`src/rtl/fifo_wr_arbiter_if.sv`:
```
// Producer/fifo write-side bundle for fifo_wr_arbiter.
// master: producers plus fifo occupancy feedback; slave: the arbiter.
interface fifo_wr_arbiter_if #(
  parameter int unsigned N_REQ  = 4,
  parameter int unsigned DWIDTH = 32,
  parameter int unsigned AWIDTH = 4
);
  logic [N_REQ*DWIDTH-1:0] req_data_i;
  logic [N_REQ-1:0]        req_valid_i;
  logic [N_REQ-1:0]        req_ready_o;
  logic [DWIDTH-1:0]       fifo_data_o;
  logic                    fifo_wrreq_o;
  logic [AWIDTH:0]         fifo_usedw_i;

  modport master (
    output req_data_i, req_valid_i, fifo_usedw_i,
    input  req_ready_o, fifo_data_o, fifo_wrreq_o
  );

  modport slave (
    input  req_data_i, req_valid_i, fifo_usedw_i,
    output req_ready_o, fifo_data_o, fifo_wrreq_o
  );
endinterface

```
`src/rtl/fifo_wr_arbiter.sv`:
```
// Round-robin write-port arbiter with burst hold in front of a single fifo.
// Occupancy feedback (usedw plus the word still in the output register)
// keeps the fifo from ever being written while full.
// Optional: define FIFO_WR_ARB_STALL_CNT_EN to add the saturating stall_cnt_o.
module fifo_wr_arbiter #(
  parameter int unsigned N_REQ     = 4,
  parameter int unsigned DWIDTH    = 32,
  parameter int unsigned AWIDTH    = 4,
  parameter int unsigned MAX_BURST = 4
) (
  input  logic                     clk_i,
  input  logic                     arstn_i,
  fifo_wr_arbiter_if.slave         bus,
  output logic [$clog2(N_REQ)-1:0] grant_id_o
`ifdef FIFO_WR_ARB_STALL_CNT_EN
  ,
  output logic [15:0]              stall_cnt_o
`endif
);

  localparam int unsigned IDW = $clog2(N_REQ);
  localparam int unsigned SW  = AWIDTH + 2;
  localparam int unsigned CW  = 8;
  localparam logic [SW-1:0] DEPTH = SW'(2 ** AWIDTH);

  localparam logic [0:0] ST_ARB   = 1'b0;
  localparam logic [0:0] ST_BURST = 1'b1;

  logic [0:0]     state_q, state_d;
  logic [IDW-1:0] rr_ptr_q, rr_ptr_d;
  logic [IDW-1:0] grant_d;
  logic [CW-1:0]  burst_cnt_q, burst_cnt_d;
  logic [IDW-1:0] sel_c, idx_c;
  logic [SW-1:0]  fill_c;
  logic           space_c, any_valid_c, accept_c;

  function automatic logic [IDW-1:0] next_idx(input logic [IDW-1:0] i);
    return (32'(i) + 32'd1 == N_REQ) ? '0 : i + IDW'(1);
  endfunction

  // Fill level as seen by the fifo once the registered word lands
  assign fill_c  = SW'(bus.fifo_usedw_i) + SW'(bus.fifo_wrreq_o);
  assign space_c = fill_c < DEPTH;

  // Source select: rotating priority from rr_ptr in ARB, current owner in BURST
  always_comb begin
    sel_c       = rr_ptr_q;
    idx_c       = '0;
    any_valid_c = 1'b0;
    if (state_q == ST_BURST) begin
      sel_c       = grant_id_o;
      any_valid_c = bus.req_valid_i[grant_id_o];
    end else begin
      for (int unsigned k = 0; k < N_REQ; k++) begin
        idx_c = IDW'((32'(rr_ptr_q) + k) % N_REQ);
        if (!any_valid_c && bus.req_valid_i[idx_c]) begin
          sel_c       = idx_c;
          any_valid_c = 1'b1;
        end
      end
    end
  end

  // One-hot ready, held low while in reset or when the fifo has no room
  always_comb begin
    bus.req_ready_o = '0;
    if (arstn_i && space_c && any_valid_c) begin
      bus.req_ready_o[sel_c] = 1'b1;
    end
  end

  assign accept_c = bus.req_valid_i[sel_c] & bus.req_ready_o[sel_c];

  // Next-state and grant bookkeeping
  always_comb begin
    state_d     = state_q;
    rr_ptr_d    = rr_ptr_q;
    burst_cnt_d = burst_cnt_q;
    grant_d     = grant_id_o;
    case (state_q)
      ST_ARB: begin
        if (accept_c) begin
          grant_d = sel_c;
          if (MAX_BURST > 1) begin
            state_d     = ST_BURST;
            burst_cnt_d = CW'(1);
          end else begin
            rr_ptr_d = next_idx(sel_c);
          end
        end
      end
      default: begin
        if (!bus.req_valid_i[grant_id_o]) begin
          // Owner went idle: release immediately
          state_d     = ST_ARB;
          rr_ptr_d    = next_idx(grant_id_o);
          burst_cnt_d = '0;
        end else if (accept_c) begin
          burst_cnt_d = burst_cnt_q + CW'(1);
          if (32'(burst_cnt_q) + 32'd1 == MAX_BURST) begin
            state_d  = ST_ARB;
            rr_ptr_d = next_idx(grant_id_o);
          end
        end
      end
    endcase
  end

  // FSM state register
  always_ff @(posedge clk_i or negedge arstn_i) begin
    if (!arstn_i) begin
      state_q <= ST_ARB;
    end else begin
      state_q <= state_d;
    end
  end

  // Round-robin pointer, burst counter and grant registers
  always_ff @(posedge clk_i or negedge arstn_i) begin
    if (!arstn_i) begin
      rr_ptr_q    <= '0;
      burst_cnt_q <= '0;
      grant_id_o  <= '0;
    end else begin
      rr_ptr_q    <= rr_ptr_d;
      burst_cnt_q <= burst_cnt_d;
      grant_id_o  <= grant_d;
    end
  end

  // Output stage: one accepted word becomes one fifo write a cycle later
  always_ff @(posedge clk_i or negedge arstn_i) begin
    if (!arstn_i) begin
      bus.fifo_wrreq_o <= 1'b0;
      bus.fifo_data_o  <= '0;
    end else begin
      bus.fifo_wrreq_o <= accept_c;
      if (accept_c) begin
        bus.fifo_data_o <= bus.req_data_i[32'(sel_c)*DWIDTH +: DWIDTH];
      end
    end
  end

`ifdef FIFO_WR_ARB_STALL_CNT_EN
  // Saturating count of cycles where someone wants to write but there is no room
  always_ff @(posedge clk_i or negedge arstn_i) begin
    if (!arstn_i) begin
      stall_cnt_o <= '0;
    end else if ((|bus.req_valid_i) && !space_c && (stall_cnt_o != 16'hFFFF)) begin
      stall_cnt_o <= stall_cnt_o + 16'd1;
    end
  end
`endif

endmodule

```
`src/flat_wrapper.sv`:
```
// flat-port wrapper written by rule: the top's interface ports become plain ports
module fifo_wr_arbiter_flat 
#(
  parameter int unsigned N_REQ     = 4,
  parameter int unsigned DWIDTH    = 32,
  parameter int unsigned AWIDTH    = 4,
  parameter int unsigned MAX_BURST = 4
)
  (clk_i, arstn_i, grant_id_o, bus_req_data_i, bus_req_valid_i, bus_fifo_usedw_i, bus_req_ready_o, bus_fifo_data_o, bus_fifo_wrreq_o);
  fifo_wr_arbiter_if #(.N_REQ(N_REQ), .DWIDTH(DWIDTH), .AWIDTH(AWIDTH)) bus_i ();
  input  logic clk_i;
  input  logic arstn_i;
  output logic [$clog2(N_REQ)-1:0] grant_id_o;
  input wire logic [$bits(bus_i.req_data_i)-1:0] bus_req_data_i;
  input wire logic [$bits(bus_i.req_valid_i)-1:0] bus_req_valid_i;
  input wire logic [$bits(bus_i.fifo_usedw_i)-1:0] bus_fifo_usedw_i;
  output wire logic [$bits(bus_i.req_ready_o)-1:0] bus_req_ready_o;
  output wire logic [$bits(bus_i.fifo_data_o)-1:0] bus_fifo_data_o;
  output wire logic [$bits(bus_i.fifo_wrreq_o)-1:0] bus_fifo_wrreq_o;
  assign bus_i.req_data_i = bus_req_data_i;
  assign bus_i.req_valid_i = bus_req_valid_i;
  assign bus_i.fifo_usedw_i = bus_fifo_usedw_i;
  assign bus_req_ready_o = bus_i.req_ready_o;
  assign bus_fifo_data_o = bus_i.fifo_data_o;
  assign bus_fifo_wrreq_o = bus_i.fifo_wrreq_o;
  fifo_wr_arbiter #(.N_REQ(N_REQ), .DWIDTH(DWIDTH), .AWIDTH(AWIDTH), .MAX_BURST(MAX_BURST)) u_core (.clk_i(clk_i), .arstn_i(arstn_i), .bus(bus_i), .grant_id_o(grant_id_o));
endmodule
```
`config.mk`:
```
export PLATFORM = sky130hd
export DESIGN_NAME = fifo_wr_arbiter_flat
export DESIGN_NICKNAME = d
export VERILOG_FILES = /design/src/rtl/fifo_wr_arbiter_if.sv /design/src/rtl/fifo_wr_arbiter.sv /design/src/flat_wrapper.sv
export SDC_FILE = /design/constraint.sdc
export NUM_CORES = 1
export LEC_CHECK = 0
export BUFFER_PORTS_ARGS = -buffer_cell sky130_fd_sc_hd__buf_2
export CORE_ASPECT_RATIO = 1.75
export CORE_MARGIN = 10
export CORE_UTILIZATION = 44
export CTS_BUF_LIST = sky130_fd_sc_hd__clkbuf_8 sky130_fd_sc_hd__clkbuf_16
export DETAILED_ROUTE_END_ITERATION = 10
export PLACE_DENSITY = 0.78
export SYNTH_ARGS = -nofsm -noshare
export SYNTH_HDL_FRONTEND = slang
export SYNTH_SLANG_ARGS = --single-unit
export TNS_END_PERCENT = 10
```
`constraint.sdc`:
```
create_clock -name clk_i -period 1.8 [get_ports clk_i]
set_input_delay 0.18 -clock clk_i [delete_from_list [all_inputs] [get_ports clk_i]]
set_output_delay 0.18 -clock clk_i [all_outputs]
set_load 0.01 [all_outputs]
```
# --- Yosys cells after proc, flatten, opt, wreduce, memory -nomap -nowiden ---
# Index checks and enable logic that the tools add are counted.
classes:
  n_addsub: 8
  magnitude_cmp: 8
  n_eq_ne: 4
  n_shift: 1
  muxes: 42
  bitwise: 2
  n_reduce_logical: 13
op_table:
  columns: ["operator", "count"]
  rows:
  - ["variable part select 128 x 8 -> 32 bit", 1]
  - ["equality test 32 x 3 -> 1 bit, second input constant", 2]
  - ["2-to-1 mux 8 bit", 4]
  - ["2-to-1 mux 1 bit", 21]
  - ["less-than comparator 2 x 3 -> 1 bit, second input constant", 6]
  - ["2-to-1 mux 2 bit", 8]
  - ["binary-select mux 1 bit (select 2 bit)", 7]
  - ["adder 8 x 1 -> 9 bit, second input constant", 1]
  - ["adder 8 x 1 -> 8 bit, second input constant", 1]
  - ["adder 5 x 1 -> 6 bit", 1]
  - ["logical AND 1 bit", 6]
  - ["less-than comparator 6 x 5 -> 1 bit, second input constant", 1]
  - ["adder 2 x 1 -> 2 bit, second input constant", 2]
  - ["adder 2 bit, second input constant", 2]
  - ["2-to-1 mux 4 bit", 1]
  - ["AND reduction 2 bit", 2]
  - ["adder 2 x 1 -> 3 bit, second input constant", 1]
  - ["logical NOT 1 bit", 3]
  - ["AND reduction 3 bit", 1]
  - ["demux 1 bit (select 2 bit)", 1]
  - [">= comparator 2 x 1 -> 1 bit, second input constant", 1]
  - ["!= test 2 x 1 -> 1 bit, second input constant", 1]
  - ["!= test 2 bit, second input constant", 1]
  - ["nonzero test 2 bit", 1]
  - ["other kinds (2)", 2]
word_totals:
  regBits: 46
  inputBits: 139
  out_inout_bits: 39
  wordCells: 84

# --- Longest topological paths before layout ---
# Gate-level depths: netlist of the first run.
depth:
  word_depth: 27
  mapped_depth: 9
  depth_no_buf: 6

# --- Least setup slack after synthesis of the first run ---
# OpenSTA, ideal clock, no wires.
synth_path:
  path_type: "reg2reg"
  startpoint: "reg u_core.grant_id_o[1]"
  endpoint: "reg u_core.bus.fifo_data_o[22]"
  setup_ps: 136
  arrival_ps: 1856
  required_ps: 1664
  setup_slack_ps: -191
  path_stages_with_launch: 7
  path_buffers: 2
  period_less_slack_ps: 1991
  path_cell_list: "dfrtp_1 -> buf_2 -> buf_1 -> mux2_2 -> a22o_1 -> a222oi_1 -> a31oi_1"
synth_between:
  elab_chain_cells: 9
  elab_cells_between_ends: 17
  cone_classes: "order compare (2); shift (1); mux (11); bitwise (1); reduce/logical (2)"
synth_rtl:
  columns: ["item", "line", "source"]
  rows:
  - ["from (decl)", "fifo_wr_arbiter.sv:14", "output logic [$clog2(N_REQ)-1:0] grant_id_o"]
  - ["from (signal assigned)", "fifo_wr_arbiter.sv:127", "grant_id_o <= grant_d;"]
  - ["2-to-1 mux 2 bit", "fifo_wr_arbiter.sv:50", "if (state_q == ST_BURST) begin"]
  - ["less-than comparator 2 x 3 -> 1 bit (implied by the code) / >= comparator 2 x 1 -> 1 bit (equally long branches)", "fifo_wr_arbiter.sv:68", "bus.req_ready_o[sel_c] = 1'b1;"]
  - ["logical AND 1 bit (implied by the code)", "fifo_wr_arbiter.sv:68", null]
  - ["2-to-1 mux 1 bit (implied by the code)", "fifo_wr_arbiter.sv:68", null]
  - ["demux 1 bit (select 2 bit)", null, null]
  - ["2-to-1 mux 4 bit", "fifo_wr_arbiter.sv:67", "if (arstn_i && space_c && any_valid_c) begin"]
  - ["binary-select mux 1 bit (select 2 bit)", "fifo_wr_arbiter.sv:72", "assign accept_c = bus.req_valid_i[sel_c] & bus.req_ready_o[sel_c];"]
  - ["2-to-1 mux 1 bit (implied by the code)", "fifo_wr_arbiter.sv:72", null]
  - ["bitwise AND 1 bit", "fifo_wr_arbiter.sv:72", null]
  - ["to (signal assigned)", "fifo_wr_arbiter.sv:139", "bus.fifo_data_o <= bus.req_data_i[32'(sel_c)*DWIDTH +: DWIDTH];"]
  - ["to (decl)", "fifo_wr_arbiter_if.sv:22", "output req_ready_o, fifo_data_o, fifo_wrreq_o"]
# Parallel ways exist; a longest one is shown, timed or not. The select of a mux whose other input is x is not followed.
# A chain may end at the register's enable or synchronous reset.

# --- Worst setup path in the final report of the first run ---
layout_path:
  startpoint: "reg u_core.state_q"
  endpoint: "out bus_req_ready_o[2]"
layout_between:
  elab_chain_cells: 6
  elab_cells_between_ends: 9
  cone_classes: "order compare (2); mux (5); reduce/logical (2)"
layout_rtl:
  columns: ["item", "line", "source"]
  rows:
  - ["from (decl)", "fifo_wr_arbiter.sv:29", "logic [0:0] state_q, state_d;"]
  - ["from (signal assigned)", "fifo_wr_arbiter.sv:114", "state_q <= state_d;"]
  - ["2-to-1 mux 2 bit", "fifo_wr_arbiter.sv:50", null]
  - ["less-than comparator 2 x 3 -> 1 bit (implied by the code) / >= comparator 2 x 1 -> 1 bit (equally long branches)", "fifo_wr_arbiter.sv:68", null]
  - ["logical AND 1 bit (implied by the code)", "fifo_wr_arbiter.sv:68", null]
  - ["2-to-1 mux 1 bit (implied by the code)", "fifo_wr_arbiter.sv:68", null]
  - ["demux 1 bit (select 2 bit)", null, null]
  - ["2-to-1 mux 4 bit (*)", "fifo_wr_arbiter.sv:67", null]
  - ["to (decl)", "flat_wrapper.sv:17", "output wire logic [$bits(bus_i.req_ready_o)-1:0] bus_req_ready_o;"]
# Every way passes the cells marked *; elsewhere a longest branch is shown, timed or not.

==> impl_metrics.json, run 1 <==
{
  "p_switching_mw": 4.008,
  "yosysTopAreaCell": "dfrtp_1",
  "grt_max_degree": 47,
  "ys.warnings.count": 0,
  "max_freq_ghz": 0.4908,
  "drive_above_1_share_pct": 49.62,
  "dieArea_um2": 13900,
  "fillCellCount": 745,
  "comb_power_share_pct": 66.5,
  "n_antenna_cell": 0,
  "yosys-top-cells-area": "dfrtp_1 (28%), mux2_2 (10%), a222oi_1 (7.7%)",
  "cts-root-buf": "clkbuf_16",
  "rsz0062_at_grt": "true",
  "synth_fp_nets": 607,
  "grt_pass1_vias": 5478,
  "clock_sinks": 46,
  "ctsHtreeMaxLevel": 2,
  "antenna_found_initial": 1,
  "r2r_setup_slack_ps": -190,
  "p_seq_share_pct": 20.1,
  "pin_count": 178,
  "fin_util_pct": 64.34,
  "grt_usage_pct": 23.73,
  "initial_utilization_pct": 45.46,
  "die_h_um": 148.6,
  "syn_inst": 466,
  "worstSetupPathType": "reg2out",
  "port_buffers": 177,
  "layout_common_cells": "buf_2 (175), buf_4 (56), dfrtp_1 (41), nor2_1 (40), a31oi_1 (39)",
  "hold_class": "in2async",
  "hpwl_um": 12360,
  "status": "complete, but fails checks",
  "num_rows": 46,
  "gp_congestion": 0.9358,
  "num_vias": 5200,
  "leakagePower_nw": 2.537,
  "clkTransAtPathRegs_ps": 70,
  "die_w_um": 93.51,
  "cts.path.max_buffers": 2,
  "worst_pin_slew_ps": 631.8,
  "clk_latency_ps": 300,
  "hold_viol_final": 0,
  "ir_drop_mv": 0.8562,
  "clkPwrFrac_pct": 13.4,
  "grt_pass1_wl_um": 27170,
  "worstPathRequired_ps": 1620,
  "rr_worst_depth": 7,
  "reg2reg_to": "u_core.bus.fifo_data_o[26]",
  "synth_seq_cells": 46,
  "cp-end-kind": "output pin",
  "core_um2": 9151,
  "worst_slack_ps": -237.4,
  "drv_cap": 0,
  "crit_fanout": 5,
  "netlist_area_um2": 4160,
  "maxSlewHeadroom_pct": 57.88,
  "dr.pass1.iters": 7,
  "synth_cell_type_count": 48,
  "drt_iter0_drc": 690,
  "setup_violations": 48,
  "avgSynthCellArea_um2": 8.928,
  "viasPerCell": 6.658,
  "cts_made_buffers": 5,
  "min_period_ps": 2037,
  "power_mw": 9.191,
  "cp-start-kind": "flop",
  "postRouteAntennaNets": 0,
  "seq_area_frac_synth_pct": 27.67,
  "internal_power_mw": 5.184,
  "power.density_nw_per_um2": 1561,
  "layout_commonest_cell": "buf_2",
  "cp.arrival_ps": 1860,
  "routed_wl_um": 17520,
  "violations": "setup timing",
  "wl_per_cell_um": 22.43,
  "slew_violations": 0,
  "drc_errors": 0,
  "overflow": 0,
  "syn_to_final_growth_pct": 41.53,
  "nNetsFinal": 801,
  "finalCritPeriodShare_pct": 113.2,
  "r2r-start": "u_core.grant_id_o[1]",
  "cts_tree": "built",
  "switching_share_pct": 43.60,
  "skew_ps": 4.259,
  "synth_top_area_share_pct": 27.67
}
-- logic make-up (layout without fill, tap and decap cells) --
kind of cell	count (synthesis)	count (layout)	share of synthesized area [%]
fa+ha+maj	2	2	0.6014
compound gates	199	199	36.99
mux	38	38	10.29
buf+inv	64	259	7.939
flops	46	46	27.67
simple gates	117	117	16.51
-- worst max-delay path, stage by stage (launching register included) --
cell      delay, ps
dfrtp_2         440
or4_4           460
o311ai_4        340
and2_4          220
buf_6           100
-- registers in the layout (all words and copies together) (netlist names) --
register                 cells
u_core.bus.fifo_data_o      32
u_core.burst_cnt_q           8
u_core.grant_id_o            2
u_core.state_q               1
u_core.bus.fifo_wrreq_o      1
u_core.rr_ptr_q              2
-- power by group through the flow --
stage | clock network (mW) | registers [mW] | logic [mW]
after detailed placement | 0 | 1.83 | 5.58
after global placement | 0 | 1.82 | 5.39
after global routing | 1.29 | 1.89 | 6.55
after floorplan | 0 | 1.95 | 3.45
final | 1.24 | 1.84 | 6.11
after CTS | 1.24 | 1.82 | 5.88
-- per-layer routing --
layer	track usage (%)	part of all wire (%)	vias up
met5	0	0.074	-
met3	4.839	8.3	66
met2	42.48	53	369
met4	12.48	3.8	2
met1	25.04	35	2485
li1	-	-	2278
-- worst max-delay path by stage --
stage                     startpoint                    end
2_1_floorplan  u_core.burst_cnt_q[1]         u_core.state_q
3_3_place_gp    u_core.grant_id_o[1]  u_core.burst_cnt_q[6]
3_5_place_dp    u_core.grant_id_o[1]  u_core.burst_cnt_q[3]
4_1_cts               u_core.state_q     bus_req_ready_o[2]
5_1_grt           u_core.rr_ptr_q[1]     bus_req_ready_o[0]
6_report              u_core.state_q     bus_req_ready_o[2]
-- Yosys cell counts (all sizes together) --
cell type / count
a211oi: 1
a21o: 1
a21oi: 5
a222oi: 32
a22o: 32
a22oi: 2
a31oi: 40
a32oi: 1
a41oi: 3
and2: 1
and3: 2
and3b: 1
buf: 41
clkbuf: 17
clkinv: 1
dfrtp: 46
ha: 2
inv: 5
mux2: 38
nand2: 10
nand2b: 5
nand3: 5
nand4: 1
nor2: 44
nor2b: 6
nor3: 3
nor3b: 3
nor4b: 32
o211ai: 3
o21a: 4
o21ai: 39
o22ai: 1
o311ai: 2
o31a: 32
o31ai: 1
or3: 2
or4: 1
or4b: 1
-- metrics by stage --
stage               cell area (um2)  setup TNS (ps)  setup WS, ps  hold WS (ps)  instances
floorplan                      4183          -799.0        -105.6        -115.6        466
global placement               5425           -3071        -176.8         366.4        760
detailed placement             5425           -6011        -235.5         361.7        760
CTS                            5817           -6302        -244.7         48.94        780
global route                   5888           -9156        -290.7         64.01        781
finish                         5888           -6090        -237.4         5.973        781
-- final cells by class --
class | count | area [um2] | area share [%]
clock buffer | 5 | 125.1 | 2.125
clock inverter | 3 | 68.82 | 1.169
inverter | 6 | 35.03 | 0.5950
multi-input combinational | 356 | 2845 | 48.32
sequential | 46 | 1157 | 19.66
tap | 120 | 150.1 | 2.550
timing repair buffer | 245 | 1506 | 25.58
-- what timing repair did --
action,4_1_cts,5_1_grt
hold buffers,0,0
resized for setup,29,17
pin swaps,60,22
endpoints found under the setup margin,48,49
setup buffers,12,1
Power figures use the tool's default switching activity.
==> run 2, diff against run 1 <==
--- a/config.mk
+++ b/config.mk
@@ -7,9 +7,9 @@
 export LEC_CHECK = 0
 export BUFFER_PORTS_ARGS = -buffer_cell sky130_fd_sc_hd__buf_2
 export CORE_ASPECT_RATIO = 1.75
-export CORE_MARGIN = 10
 export CORE_UTILIZATION = 44
 export CTS_BUF_LIST = sky130_fd_sc_hd__clkbuf_8 sky130_fd_sc_hd__clkbuf_16
+export CTS_CLUSTER_DIAMETER = 150
 export DETAILED_ROUTE_END_ITERATION = 10
 export PLACE_DENSITY = 0.78
 export SYNTH_ARGS = -nofsm -noshare
==> impl_metrics.json, run 2 (synthesized netlist as in run 1, its figures left out) <==
{
  "power.density_nw_per_um2": 1536,
  "clock_sinks": 46,
  "fin_setup_tns_ps": -8111,
  "power_mw": 8.955,
  "worstPathRequired_ps": 1620,
  "num_rows": 46,
  "drive_above_1_share_pct": 49.09,
  "hpwl_um": 10910,
  "crit_fanout": 3,
  "drv_cap": 0,
  "cp.arrival_ps": 1940,
  "maxSlewHeadroom_pct": 58.08,
  "antenna_found_initial": 0,
  "drc_errors": 0,
  "cts_hold_buffers": 0,
  "die_w_um": 75.51,
  "hold_viol_final": 0,
  "ctsHtreeMaxLevel": 2,
  "leakagePower_nw": 2.522,
  "cp-start-kind": "flop",
  "dieArea_um2": 9863,
  "fillCellCount": 770,
  "min_period_ps": 2124,
  "overflow": 0,
  "nNetsFinal": 802,
  "hold_class": "in2async",
  "cts_made_buffers": 5,
  "core_um2": 9094,
  "grt_pass1_wl_um": 23800,
  "grt_max_degree": 47,
  "layout_commonest_cell": "buf_2",
  "skew_ps": 6.161,
  "violations": "setup timing",
  "worst_slack_ps": -323.8,
  "regMostFlops": "u_core.bus.fifo_data_o",
  "reg.largest.list": "u_core.bus.fifo_data_o: 32 flops, u_core.burst_cnt_q: 8 flops",
  "routed_wl_um": 15990,
  "port_buffers": 177,
  "cts-root-buf": "clkbuf_16",
  "status": "complete, but fails checks",
  "dr.pass1.iters": 9,
  "gp_congestion": 0.9270,
  "fin_cells": 785,
  "setup_violations": 48,
  "layout_common_cells": "buf_2 (176), buf_4 (57), dfrtp_1 (42), nor2_1 (41), a31oi_1 (39)",
  "slew_violations": 0,
  "clkTransAtPathRegs_ps": 60,
  "place_ws_ps": -209.3,
  "wl_per_cell_um": 20.37,
  "syn_to_final_growth_pct": 40.15,
  "max_freq_ghz": 0.4708,
  "postRouteAntennaNets": 0,
  "drt_iter0_drc": 443,
  "initial_utilization_pct": 45.75,
  "placedCellCount": 763,
  "cts.path.max_buffers": 2,
  "cts_tree": "built",
  "clk_latency_ps": 300,
  "ir_drop_mv": 0.7872,
  "rsz0062_at_grt": "true",
  "viasPerCell": 6.536,
  "largest_reg_flops": 32,
  "num_vias": 5131,
  "die_h_um": 130.6,
  "pin_count": 178,
  "cp-end-kind": "output pin",
  "final-seq-area_um2": 1156,
  "worst_pin_slew_ps": 628.8,
  "worstSetupPathType": "reg2out",
  "multi_input_area_um2": 2809,
  "finalCritPeriodShare_pct": 118.0,
  "grt_pass1_vias": 5179,
  "grt_usage_pct": 31.70
}
run 2: changes by cell type in the layout (fill, tap and decap cells not counted), sizes merged:
cell | before | now
clkinv | 1 | 3
bufinv | 2 | 1
inv | 6 | 5
diode | 0 | 3
buf | 245 | 246
run 2: timing repair:
| item | in CTS | in global routing |
|---|---|---|
| setup buffers | 8 | 3 |
| setup endpoints to repair | 49 | 49 |
| resized for setup | 27 | 7 |
| pin swaps | 68 | 9 |
run 2: final timing paths:
path / from / endpoint / slack (ps) / depth (start not counted)
max: u_core.state_q / bus_req_ready_o[2] / -320 / 5
min: arstn_i / u_core.bus.fifo_wrreq_o / 4 / 2
max reg2reg: u_core.state_q / u_core.bus.fifo_data_o[27] / -260 / 8
min reg2reg: u_core.burst_cnt_q[7] / u_core.burst_cnt_q[7] / 500 / 1
max in group asynchronous: arstn_i / u_core.grant_id_o[1] / 1330 / 2
min in group clk_i: bus_req_data_i[86] / u_core.bus.fifo_data_o[22] / 200 / 3
run 2: critical path, stage by stage (launching register included):
cell and delay, ps:
dfrtp_2 430, or4_4 450, o311ai_4 360, buf_12 150
and2_4 150, buf_6 100
run 2: area by class of cell:
| type | instances | share of cell area [%] |
|---|---|---|
| Antenna cell | 3 | 0.1288 |
| Clock buffer | 5 | 2.146 |
| Clock inverter | 3 | 0.6867 |
| Inverter | 6 | 0.4506 |
| Multi-Input combinational cell | 356 | 48.18 |
| Sequential cell | 46 | 19.83 |
| Tap cell | 120 | 2.575 |
| Timing Repair Buffer | 246 | 26.01 |
run 2: through the flow:
step           hold slack, ps  instance area [um2]  util [%]
2_1_floorplan          -115.6                 4183         -
3_3_place_gp            370.8                 5448     59.91
3_5_place_dp            357.4                 5448     59.91
4_1_cts                 50.46                 5773     63.48
5_1_grt                 83.91                 5823     64.03
6_report                3.930                 5831     64.12
run 2: power by group:
part / internal [mW] / switching, mW / leakage, nW
Sequential: 1.49 / 0.349 / 0.532
Clock: 0.651 / 0.419 / 0.0836
Combinational: 2.92 / 3.12 / 1.91
run 2: layer usage:
layer | global-route usage (%) | vias up | part of all wire [%]
met5 | 0 | - | 0
met4 | 21.68 | 0 | 4.9
met3 | 5.138 | 71 | 6.8
met2 | 56.20 | 319 | 54
met1 | 33.11 | 2457 | 35
li1 | - | 2284 | -
==> run 3, diff against run 2 <==
--- a/config.mk
+++ b/config.mk
@@ -7,11 +7,12 @@
 export LEC_CHECK = 0
 export BUFFER_PORTS_ARGS = -buffer_cell sky130_fd_sc_hd__buf_2
 export CORE_ASPECT_RATIO = 1.75
-export CORE_UTILIZATION = 44
+export CORE_UTILIZATION = 49
 export CTS_BUF_LIST = sky130_fd_sc_hd__clkbuf_8 sky130_fd_sc_hd__clkbuf_16
 export CTS_CLUSTER_DIAMETER = 150
 export DETAILED_ROUTE_END_ITERATION = 10
-export PLACE_DENSITY = 0.78
+export PLACE_DENSITY = 0.82
+export SETUP_SLACK_MARGIN = 0.2
 export SYNTH_ARGS = -nofsm -noshare
 export SYNTH_HDL_FRONTEND = slang
 export SYNTH_SLANG_ARGS = --single-unit
==> constraint.sdc (replaced) <==
create_clock -name clk_i -period 2 [get_ports clk_i]
set_input_delay 0.2 -clock clk_i [delete_from_list [all_inputs] [get_ports clk_i]]
set_output_delay 0.2 -clock clk_i [all_outputs]
set_load 0.01 [all_outputs]
==> impl_metrics.json, run 3 (synthesized netlist as in run 1, its figures left out) <==
{
  "initial_utilization_pct": 50.38,
  "rsz0062_at_grt": "true",
  "status": "complete, but fails checks",
  "crit_cells": 6,
  "globalRouteMet3Util_pct": 5.421,
  "core_um2": 8258,
  "switching_share_pct": 44.12,
  "cp.arrival_ps": 1910,
  "finalCritPeriodShare_pct": 105.3,
  "crit_family": "simple AND/OR/NAND/NOR gates",
  "grt_max_degree": 53,
  "clk_latency_ps": 300,
  "hold_class": "in2async",
  "port_buffers": 177,
  "dr.pass1.iters": 11,
  "fillCellCount": 660,
  "cp-end-kind": "output pin",
  "internal_power_mw": 4.369,
  "cts-root-buf": "clkbuf_16",
  "die_w_um": 71.66,
  "maxSlewHeadroom_pct": 58.47,
  "critPathMaxStageDelay_ps": 460,
  "clkTransAtPathRegs_ps": 70,
  "slew_violations": 0,
  "num_vias": 5066,
  "r2r_setup_slack_ps": -80,
  "drc_errors": 0,
  "crit_slowest_cell": "dfrtp_2",
  "min_period_ps": 2106,
  "r2r-start": "u_core.state_q",
  "drt_iter0_drc": 595,
  "max_freq_ghz": 0.4747,
  "violations": "setup timing",
  "cts_tree": "built",
  "ctsHtreeMaxLevel": 2,
  "skew_ps": 5.369,
  "drive_above_1_share_pct": 46.89,
  "pin_count": 178,
  "die_h_um": 123.9,
  "cts_hold_buffers": 0,
  "timing.hold.ws_ps": 42.27,
  "grt_usage_pct": 32.53,
  "p_seq_share_pct": 21.2,
  "hold_viol_final": 0,
  "syn_to_final_growth_pct": 35.13,
  "grt_pass1_vias": 5008,
  "power_mw": 7.819,
  "worst_slack_ps": -106.5,
  "leakagePower_nw": 2.416,
  "comb_power_share_pct": 66.6,
  "cp-start-kind": "flop",
  "clkPwrFrac_pct": 12.2,
  "p_switching_mw": 3.450,
  "reg2reg_to": "u_core.bus.fifo_data_o[22]",
  "worstPathRequired_ps": 1800,
  "reg.largest.list": "u_core.bus.fifo_data_o: 32 flops, u_core.burst_cnt_q: 8 flops",
  "antenna_found_initial": 1,
  "overflow": 0,
  "cts_made_buffers": 5,
  "crit_start": "u_core.grant_id_o[1]",
  "gp_congestion": 0.9382,
  "grt_use_met2_pct": 57.08,
  "ir_drop_mv": 0.7493,
  "worst_pin_slew_ps": 622.9,
  "layout_commonest_cell": "buf_2",
  "met1_usage_pct": 35.95,
  "clock_sinks": 46,
  "crit_chain": "mux2_2 > o22ai_1 > or3_4 > buf_4 > nor2_1 > buf_2",
  "worstSetupPathType": "reg2out",
  "postRouteAntennaNets": 0,
  "power.density_nw_per_um2": 1391,
  "cts.path.max_buffers": 2,
  "nNetsFinal": 784,
  "grt-busiest-layer": "met2",
  "regMostFlops": "u_core.bus.fifo_data_o",
  "largest_reg_flops": 32,
  "cp_num_buf_inv": 2,
  "crit_fanout": 5,
  "wl_per_cell_um": 20.31,
  "fin_util_pct": 68.08,
  "place_ws_ps": -66.54,
  "drv_cap": 0,
  "num_rows": 44,
  "grt_pass1_wl_um": 22850,
  "hpwl_um": 10240,
  "setup_violations": 16,
  "dieArea_um2": 8878,
  "rr_worst_depth": 7,
  "layout_common_cells": "buf_2 (177), buf_4 (42), nor2_1 (41), dfrtp_1 (41), a31oi_1 (39)",
  "viasPerCell": 6.874,
  "routed_wl_um": 14970
}
## run 3: changes by cell type in the layout (fill, tap and decap cells not counted), moves of 2 or more
cell      delta
buf_12       -2
buf_4       -15
buf_6        -4
clkinv_2     -2
diode_2      -2
o21ai_0      -2
## run 3: worst max-delay path by stage
stage                                             to  slack [ps]
after floorplan                       u_core.state_q          90
after CTS                         bus_req_ready_o[2]        -120
final                             bus_req_ready_o[3]        -110
after global placement         u_core.burst_cnt_q[5]          60
after global routing      u_core.bus.fifo_data_o[27]        -150
after detailed placement   u_core.bus.fifo_data_o[7]         -70
## run 3: power groups by stage
stage          Combinational [mW]  Clock [mW]  Sequential [mW]
2_1_floorplan                3.11           0             1.75
3_3_place_gp                 4.63           0             1.64
3_5_place_dp                 4.78           0             1.66
4_1_cts                      4.97       0.956             1.65
5_1_grt                      5.57       0.987             1.70
6_report                     5.20       0.957             1.66
## run 3: through the flow
stage	setup TNS, ps	instances	area, um2
floorplan	0	466	4183
global placement	0	716	5258
detailed placement	-467.5	716	5258
CTS	-378.8	733	5535
global route	-2336	737	5622
finish	-634.2	737	5622
## run 3: final cells by class
type / instances / area, um2 / share of cell area, %
repair buffers: 228 / 1344 / 23.90
clock inverters: 3 / 37.54 / 0.6677
clock buffers: 5 / 125.1 / 2.226
well taps: 92 / 115.1 / 2.048
diodes: 1 / 2.502 / 0.04451
multi-input cells: 356 / 2814 / 50.06
flip-flops and latches: 46 / 1157 / 20.59
inverters: 6 / 26.28 / 0.4674
## run 3: routing by layer
layer	vias to the layer above	part of all wire [%]
met5	-	0
met4	0	4.5
met3	65	7.6
met2	333	53
met1	2410	35
li1	2258	-
## run 3: what timing repair did
item,in CTS,in global routing
setup buffers,9,3
gates resized for setup,17,14
pin swaps,13,10
endpoints found under the setup margin,49,49
hold endpoints to repair,0,0
